$ cat src/rtl/cpu_clk_ctrl.sv
// cpu_clk_ctrl: run/step/halt sequencer for the CPU clock.
//
// One push button drives everything. A short press issues one CPU clock
// period while halted. A long press toggles between run and halt. An address
// breakpoint can also stop a running CPU at the end of a period.
//
// Ports:
//   sysclk    - system clock, all logic on posedge
//   rst_n     - asynchronous active-low reset, synchronous release
//   btn       - raw push button, active high, asynchronous
//   bp_en     - breakpoint enable
//   bp_addr   - breakpoint address
//   bus_addr  - current CPU bus address
//   cpu_clk   - registered CPU clock
//   cpu_tick  - one sysclk pulse in the cycle cpu_clk rises
//   running   - high while in RUN mode (aligned with cpu_clk)
//   halted_bp - set by a breakpoint halt, cleared on resume/step
//   step_cnt  - number of CPU clock periods issued (wraps)
//
// Internal handshakes (toggle_req, step_req) are single-cycle pulses with no
// ready: the mode FSM samples them in the cycle they are high, or drops them.
module cpu_clk_ctrl #(
  parameter int TICK_DIV        = 65536,
  parameter int DEBOUNCE_TICKS  = 41,
  parameter int LONGPRESS_TICKS = 824,
  parameter int RUN_DIV         = 4,
  parameter int AUTORUN         = 1,
  parameter int ADDR_W          = 16
) (
  input  logic              sysclk,
  input  logic              rst_n,
  input  logic              btn,
  input  logic              bp_en,
  input  logic [ADDR_W-1:0] bp_addr,
  input  logic [ADDR_W-1:0] bus_addr,
  output logic              cpu_clk,
  output logic              cpu_tick,
  output logic              running,
  output logic              halted_bp,
  output logic [15:0]       step_cnt
);

  localparam int PW = (TICK_DIV > 1) ? $clog2(TICK_DIV) : 1;
  localparam int BW = $clog2(LONGPRESS_TICKS + 1);
  localparam int DW = $clog2(RUN_DIV);

  localparam logic [PW-1:0] PRE_MAX  = PW'(TICK_DIV - 1);
  localparam logic [BW-1:0] DEB_LAST = BW'(DEBOUNCE_TICKS - 1);
  localparam logic [BW-1:0] DEB_FULL = BW'(DEBOUNCE_TICKS);
  localparam logic [BW-1:0] LP_LAST  = BW'(LONGPRESS_TICKS - 1);
  localparam logic [DW-1:0] D_MAX    = DW'(RUN_DIV - 1);
  localparam logic [DW-1:0] D_HALF   = DW'(RUN_DIV / 2);

  typedef enum logic [1:0] {BTN_UP, BTN_DOWN, BTN_LONG} btn_state_t;
  typedef enum logic [1:0] {M_RUN, M_HALT, M_STEP} mode_t;

  // ---------------- button synchroniser and sampling tick ----------------
  logic          btn_meta, btn_s;
  logic [PW-1:0] pre_q;
  logic          tick;

  assign tick = (pre_q == PRE_MAX);

  always_ff @(posedge sysclk or negedge rst_n) begin
    if (!rst_n) begin
      btn_meta <= 1'b0;
      btn_s    <= 1'b0;
      pre_q    <= '0;
    end else begin
      btn_meta <= btn;
      btn_s    <= btn_meta;
      pre_q    <= tick ? '0 : pre_q + PW'(1);
    end
  end

  // ---------------- button FSM ----------------
  // stab_q counts consecutive ticks at the level that would cause the next
  // transition. hold_q counts pressed ticks, including the debounce ticks,
  // so a long press is measured from the first stable pressed sample.
  btn_state_t    btn_state, btn_next;
  logic [BW-1:0] stab_q, stab_d, hold_q, hold_d;
  logic          toggle_req, step_req;

  always_ff @(posedge sysclk or negedge rst_n) begin
    if (!rst_n) begin
      btn_state <= BTN_UP;
      stab_q    <= '0;
      hold_q    <= '0;
    end else begin
      btn_state <= btn_next;
      stab_q    <= stab_d;
      hold_q    <= hold_d;
    end
  end

  always_comb begin
    btn_next   = btn_state;
    stab_d     = stab_q;
    hold_d     = hold_q;
    toggle_req = 1'b0;
    step_req   = 1'b0;
    if (tick) begin
      case (btn_state)
        BTN_UP: begin
          if (!btn_s) begin
            stab_d = '0;
          end else if (stab_q == DEB_LAST) begin
            btn_next = BTN_DOWN;
            stab_d   = '0;
            hold_d   = DEB_FULL;
          end else begin
            stab_d = stab_q + BW'(1);
          end
        end
        BTN_DOWN: begin
          if (btn_s) begin
            stab_d = '0;
            if (hold_q == LP_LAST) begin
              toggle_req = 1'b1;
              btn_next   = BTN_LONG;
              hold_d     = '0;
            end else begin
              hold_d = hold_q + BW'(1);
            end
          end else if (stab_q == DEB_LAST) begin
            step_req = 1'b1;
            btn_next = BTN_UP;
            stab_d   = '0;
            hold_d   = '0;
          end else begin
            stab_d = stab_q + BW'(1);
          end
        end
        BTN_LONG: begin
          if (btn_s) begin
            stab_d = '0;
          end else if (stab_q == DEB_LAST) begin
            btn_next = BTN_UP;
            stab_d   = '0;
          end else begin
            stab_d = stab_q + BW'(1);
          end
        end
        default: begin
          btn_next = BTN_UP;
          stab_d   = '0;
          hold_d   = '0;
        end
      endcase
    end
  end

  // ---------------- mode FSM ----------------
  // d_q is the phase that the next cpu_clk register update will present, so
  // every output is registered and a period always starts at phase 0.
  mode_t         mode_q, mode_d;
  logic [DW-1:0] d_q, d_d;
  logic          pend_q, pend_d;   // toggle seen in RUN, waiting for period end
  logic          mask_q, mask_d;   // skip the first compare after a resume
  logic          hbp_d;
  logic          active, last, bp_hit;

  assign active = (mode_q == M_RUN) || (mode_q == M_STEP);
  assign last   = (d_q == D_MAX);
  assign bp_hit = bp_en && (bus_addr == bp_addr);

  always_ff @(posedge sysclk or negedge rst_n) begin
    if (!rst_n) begin
      mode_q    <= (AUTORUN != 0) ? M_RUN : M_HALT;
      d_q       <= '0;
      pend_q    <= 1'b0;
      mask_q    <= 1'b0;
      halted_bp <= 1'b0;
      cpu_clk   <= 1'b0;
      cpu_tick  <= 1'b0;
      running   <= (AUTORUN != 0);
      step_cnt  <= '0;
    end else begin
      mode_q    <= mode_d;
      d_q       <= d_d;
      pend_q    <= pend_d;
      mask_q    <= mask_d;
      halted_bp <= hbp_d;
      cpu_clk   <= active && (d_q < D_HALF);
      cpu_tick  <= active && (d_q == '0);
      running   <= (mode_q == M_RUN);
      if (active && (d_q == '0)) step_cnt <= step_cnt + 16'd1;
    end
  end

  always_comb begin
    mode_d = mode_q;
    d_d    = d_q;
    pend_d = pend_q;
    mask_d = mask_q;
    hbp_d  = halted_bp;
    case (mode_q)
      M_RUN: begin
        d_d = last ? '0 : d_q + DW'(1);
        if (toggle_req) pend_d = 1'b1;
        if (last) begin
          mask_d = 1'b0;
          pend_d = 1'b0;
          // A breakpoint hit wins over a pending toggle so halted_bp is set.
          if (!mask_q && bp_hit) begin
            mode_d = M_HALT;
            hbp_d  = 1'b1;
          end else if (pend_q || toggle_req) begin
            mode_d = M_HALT;
          end
        end
      end
      M_HALT: begin
        d_d    = '0;
        pend_d = 1'b0;
        if (toggle_req) begin
          mode_d = M_RUN;
          hbp_d  = 1'b0;
          mask_d = 1'b1;
        end else if (step_req) begin
          mode_d = M_STEP;
          hbp_d  = 1'b0;
        end
      end
      M_STEP: begin
        d_d = last ? '0 : d_q + DW'(1);
        if (last) mode_d = M_HALT;
      end
      default: begin
        mode_d = M_HALT;
        d_d    = '0;
        pend_d = 1'b0;
      end
    endcase
  end

endmodule

$ cat config.mk
export PLATFORM = sky130hd
export DESIGN_NAME = cpu_clk_ctrl
export DESIGN_NICKNAME = d
export VERILOG_FILES = /design/src/rtl/cpu_clk_ctrl.sv
export SDC_FILE = /design/constraint.sdc
export NUM_CORES = 1
export LEC_CHECK = 0
export BUFFER_PORTS_ARGS = -buffer_cell sky130_fd_sc_hd__buf_2
export CAP_MARGIN = 20
export CELL_PAD_IN_SITES_DETAIL_PLACEMENT = 1
export CELL_PAD_IN_SITES_GLOBAL_PLACEMENT = 1
export CORE_UTILIZATION = 46
export CTS_BUF_LIST = sky130_fd_sc_hd__clkbuf_8
export CTS_CLUSTER_SIZE = 16
export DETAILED_ROUTE_END_ITERATION = 6
export PLACE_DENSITY_LB_ADDON = 0.08
export SYNTH_ARGS = -nofsm -noshare
export SYNTH_HDL_FRONTEND = slang
export SYNTH_SLANG_ARGS = --single-unit
$ cat constraint.sdc
create_clock -name sysclk -period 2.9 [get_ports sysclk]
set_clock_uncertainty 0.15 [all_clocks]
set_input_delay 0.435 -clock sysclk [delete_from_list [all_inputs] [get_ports sysclk]]
set_output_delay 0.435 -clock sysclk [all_outputs]
set_load 0.01 [all_outputs]
# Word-level counts from Yosys, hierarchy flattened
# Index checks and enable logic that the tools add are counted.
# Widths: inputs -> output; s select.
# classes
n_addsub	5
multipliers	0
div	0
order_cmp	1
n_eq_ne	21
n_shift	0
muxes	45
bitwise_logic	2
n_reduce_logical	19
# ops
op	n
$mux 10	8
$add 16x1->16 const B	2
$pmux 10 s3	1
$mux 2	14
$add 10x1->10 const B	2
$pmux 10 s2	1
$eq 16x16->1	1
$eq 16x16->1 const B	1
$mux 16	1
$mux 1	15
$ne 2x2->1 const B	6
$ne 3x3->1 const B	4
$pmux 2 s3	2
$eq 10x10->1 const B	1
$eq 10x6->1 const B	1
$reduce_and 5->1	2
$reduce_and 4->1	2
$eq 2x2->1 const B	3
$logic_not 2->1	3
$pmux 1 s2	3
$eq 2x1->1 const B	2
$logic_and 1x1->1	4
$reduce_or 2->1	2
$ne 3x1->1 const B	1
9 further kinds	11
# totals
regBits	66
latchBits	0
ramBits	0
rom_bits	0
in_bits	36
out_inout_bits	20
wordCells	108
mem_count	0

# Depth between registers and ports, before layout
# logic_depth
ltp_word	10
ltp_mapped	9
depth_no_buf	7

# Least setup slack after synthesis
# No wires, ideal clock.
# synth_path
path_kind	register -> register
startpoint	register stab_q[0]
endpoint	register hold_q[6]
setup_time_ns	0.130
arrival_ns	1.717
t_required_ns	2.620
setup_slack_ns	0.904
path_stages_with_launch	9
n_path_buf	1
period_less_slack_ns	1.996
cell_sequence	dfrtp_1 -> inv_1 -> ha_1 -> nand4bb_1 -> o41ai_2 -> o2111ai_2 -> buf_6 -> o21ai_2 -> o41ai_2
# synth_via
elab_chain_len	3
word_cells_on_any_way	4
classes_between	eq/ne: 3; reduce/logical: 1
# synth_rtl
item	line_no	text
start, declared	81	logic [BW-1:0] stab_q, stab_d, hold_q, hold_d;
start signal, assigned	91	stab_q <= stab_d;
$eq 10x6->1 (*)	107, 125	
$ne 3x3->1 (no source line) / $ne 2x2->1 (equally long branches)	--	
$reduce_and 5->1 (no source line) (*)	--	
end signal, assigned	92	hold_q <= hold_d;
end, declared	81	
# Mark *: on every way between the ends. The rest lies on a longest branch, timed or not.
# A chain may end at the register's enable or synchronous reset.

# Worst setup path after layout
# layout_path
startpoint	register pre_q[0]
endpoint	register hold_q[6]
# layout_via
elab_chain_len	2
# layout_rtl
item	line_no	text
start, declared	59	logic [PW-1:0] pre_q;
start signal, assigned	72	pre_q <= tick ? '0 : pre_q + PW'(1);
$eq 16x16->1	62	assign tick = (pre_q == PRE_MAX);
$reduce_and 5->1 (no source line)	--	
# No other way between the ends.

==> key figures <==
Global route
  • Initial antenna violation count: 0
  • Overall routing resource usage: approximately 22%
  • Largest net degree at the start of global routing: 37
  • Vias in the first global route: between 2,000 and 3,000
  • Grt ovf: 0
  • Global-route wire length before repair: ~14,000 um

Power
  • Max VDD drop: roughly 250 uV
  • Lkg Pwr: 1.94 nW
  • Power per Cell Area: between 400 and 500 nW/um^2

Clocking
  • CTS H-tree lvls: 3
  • CTS Hold Bufs: 0
  • Total CTS buffers: 9
  • CTS Buffer Depth: 2
  • Resized cells post-CTS: 0
  • Post-CTS Setup Inserts: 0
  • Worst skew pair latency: between 0.3 and 0.4 ns
  • CTS Sinks: between 60 and 70
  • Root Buffer: clkbuf_8
  • CTS tree: done
  • Clk slew on worst S/H paths: about 0.080 ns

Timing
  • F_max: between 400 and 500 MHz
  • Slew headroom: between 40% and 50%
  • RSZ-0062 raised after global routing: false
  • Worst Max-Slew Pin Slew: ~0.78 ns
  • Tcrit/Tclk final: 81.2%
  • Max-slew violation count: 0
  • Final Hold Vio Count: 0
  • Tmin final: between 2 and 2.5 ns
  • Setup TNS: 0 ns
  • Final setup vio count: 0

Finish
  • Antenna cells: 0
  • Fillers: between 800 and 900
  • Final Cell Area: about 4200 um^2
  • Synth-to-Final Area Change: 16.9%
  • Final Non-Filler Cells: roughly 510
  • Core Util, Final: between 50% and 60%
  • Fraction of layout cells with a size suffix above 1: a little under a quarter
  • Post-layout nets: ~460

Synthesis
  • Synth cell types: 52
  • Post-synthesis xor/xnor area fraction: a little under an eighth
  • Synth Area in Adders: 3.86%
  • Yosys warns: 0
  • Syn_area_per_cell: 10.2 um^2
  • Top FF cell, synth: dfrtp_1
  • Synth Area in Simple Gates: 22.5%
  • Seq/Total Area, Yosys: 46.4%
  • Synthesized flop and latch total: 66
  • Synth Cell Area: roughly 3600 um^2
  • Post-synth EDFFs: 0
  • Async SR Flop Fraction: 100%
  • Main combinational cell family by area after synthesis: simple AND/OR/NAND/NOR gates
  • Cells after synthesis: approximately 350
  • Fraction of the mapped netlist area in compound gates: 11.1%
  • Post-synthesis mux area share: 1.55%
  • Post-synthesis net count: 396

Floorplan
  • Die Area: slightly above 8000 um^2
  • Die H: around 90 um
  • Floorplan row count: 31
  • Die X-Extent: 90 um
  • Core area: ~7400 um^2
  • Io pins: between 50 and 60
  • Initial Utilization: roughly half

Min path
  • Path type of the worst min-delay path: in2async

Setup path
  • Max FO, Critical Path: 7
  • Startpoint class of the critical path: flop
  • Reg2reg path depth: 6
  • Crit path DAT: about 2.5 ns
  • Reg-to-Reg End: hold_q[6]
  • Worst R2R Setup Slack: around 0.54 ns
  • Worst reg2reg startpoint: pre_q[0]
  • Worst endpoint required time: 2.99 ns
  • Crit Path Category: reg2reg
  • Worst setup EP type: flop

Route
  • Metal3 WL: approximately 170 um
  • DRC: 0
  • DR top layer: met4
  • Via-to-Cell Ratio: 5.47
  • Post-DRT Antenna Nets: 0
  • Initial DRC count: 59
  • Wire length per cell: between 15 and 20 um
  • DRT Pass-1 Iters: 6
  • Drt total wl: 8150 um
  • M1 WL: 3730 um
  • Vias after detailed routing: around 2,800
  • Routed wl met2: just over 4000 um

Placement
  • Cell Area, Placed: 3940 um^2
  • Number of port buffers: 55
  • Inst Count DP: roughly 500
  • Detailed Place HPWL: 5960 um
  • Final GP Congestion: roughly 0.74

Status
  • Status: complete, no violations

Run
  • Max Cap Viol: 0
-- through the flow --
step	power [mW]	hold WS, ns	setup WS, ns
3_3_place_gp	1.02	0.184	0.578
3_5_place_dp	1.02	0.196	0.514
4_1_cts	1.90	0.0400	0.500
2_1_floorplan	0.967	-0.0106	0.904
6_report	1.88	0.0148	0.544
5_1_grt	1.94	0.0465	0.285
-- cell usage after synthesis, types with 3 or more instances --
cell      instances  share of area (%)
ha_1             11                3.9
nor2b_1           8                1.4
mux2_2            4                1.3
nand2_1          26                2.7
dfrtp_1          65                 46
or2_2             3               0.53
a21oi_1           6               0.84
o31ai_1          12                2.5
nor2_1           29                3.1
xnor2_1          29                7.1
xor2_1           17                4.2
buf_2             4               0.56
o21ai_1           5               0.70
and3_1            4               0.70
nand3_1          22                3.1
and4_1            6                1.5
o21ai_0          16                2.2
clkbuf_1          3               0.32
a31oi_1           4               0.70
nor3_1            8                1.1
nand4_1          11                1.9
nor4_1            3               0.53
and2_1            4               0.70
inv_1            15                1.6
-- power breakdown --
part / switching (mW) / leakage (nW) / internal [mW]
clock: 0.373 / 0.112 / 0.509
sequential: 0.00186 / 0.895 / 0.921
combinational: 0.0388 / 0.932 / 0.0367
total: 0.413 / 1.94 / 1.47
-- worst max-delay path: stages, from the launching register on --
cell and delay (ns):
dfrtp_1 0.41, ha_1 0.21, and3_1 0.32, nand3_1 0.31, nor2_8 0.25, o2111ai_2 0.27
o41ai_2 0.33
-- worst max path at each step --
stage | end | startpoint | slack, ns | cells past startpoint
6_report | hold_q[6] | pre_q[0] | 0.54 | 6
5_1_grt | hold_q[5] | stab_q[0] | 0.28 | 7
4_1_cts | hold_q[6] | pre_q[0] | 0.50 | 6
3_5_place_dp | hold_q[5] | stab_q[0] | 0.51 | 7
3_3_place_gp | hold_q[0] | stab_q[0] | 0.58 | 6
2_1_floorplan | hold_q[6] | stab_q[0] | 0.90 | 8
-- cells in the final DEF (no fill, tap or decap), types with 3 or more instances in the layout --
| cell type | netlist | layout |
|---|---|---|
| dfrtp_1 | 65 | 65 |
| buf_2 | 4 | 55 |
| nor2_1 | 29 | 29 |
| xnor2_1 | 29 | 29 |
| nand2_1 | 26 | 26 |
| nand3_1 | 22 | 22 |
| xor2_1 | 17 | 17 |
| o21ai_0 | 16 | 16 |
| inv_1 | 15 | 15 |
| o31ai_1 | 12 | 12 |
| nand4_1 | 11 | 11 |
| ha_1 | 11 | 11 |
| clkbuf_8 | 0 | 10 |
| nor3_1 | 8 | 8 |
| nor2b_1 | 8 | 8 |
| and4_1 | 6 | 6 |
| a21oi_1 | 6 | 6 |
| o21ai_1 | 5 | 5 |
| buf_4 | 1 | 5 |
| and3_1 | 4 | 4 |
| and2_1 | 4 | 4 |
| a31oi_1 | 4 | 4 |
| mux2_2 | 4 | 4 |
| or2_2 | 3 | 3 |
| nor4_1 | 3 | 3 |
-- logic make-up after synthesis --
logic type,Yosys count
adder cells (fa/ha/maj),11
flip-flops,66
buffers and inverters,25
XOR/XNOR,46
AO/OA/AOI/OAI,56
AND/OR/NAND/NOR,140
multiplexers,5
-- final cells by class --
type	count	area, um^2	area share [%]
clock inverters	6	90.1	2.16
repair buffers	60	313	7.51
well taps	99	124	2.97
multi-input cells	258	1790	43.0
flip-flops and latches	66	1650	39.7
inverters	15	56.3	1.35
clock buffers	10	138	3.30
-- flip-flops by register name, summed over array words and instances (netlist names) --
signal	count
mask_q	1
hold_q	10
mode_q	2
cpu_tick	1
btn_s	1
halted_bp	1
pend_q	1
d_q	2
stab_q	10
btn_meta	1
running	1
cpu_clk	1
pre_q	16
step_cnt	16
btn_state	2
-- metal layers --
metal  up-vias  GRT usage, %
met4         0          8.60
met3        13          2.71
li1       1369             -
met1      1389          27.7
met2        39          37.3
met5         -             0
Power figures use the tool's default switching activity.
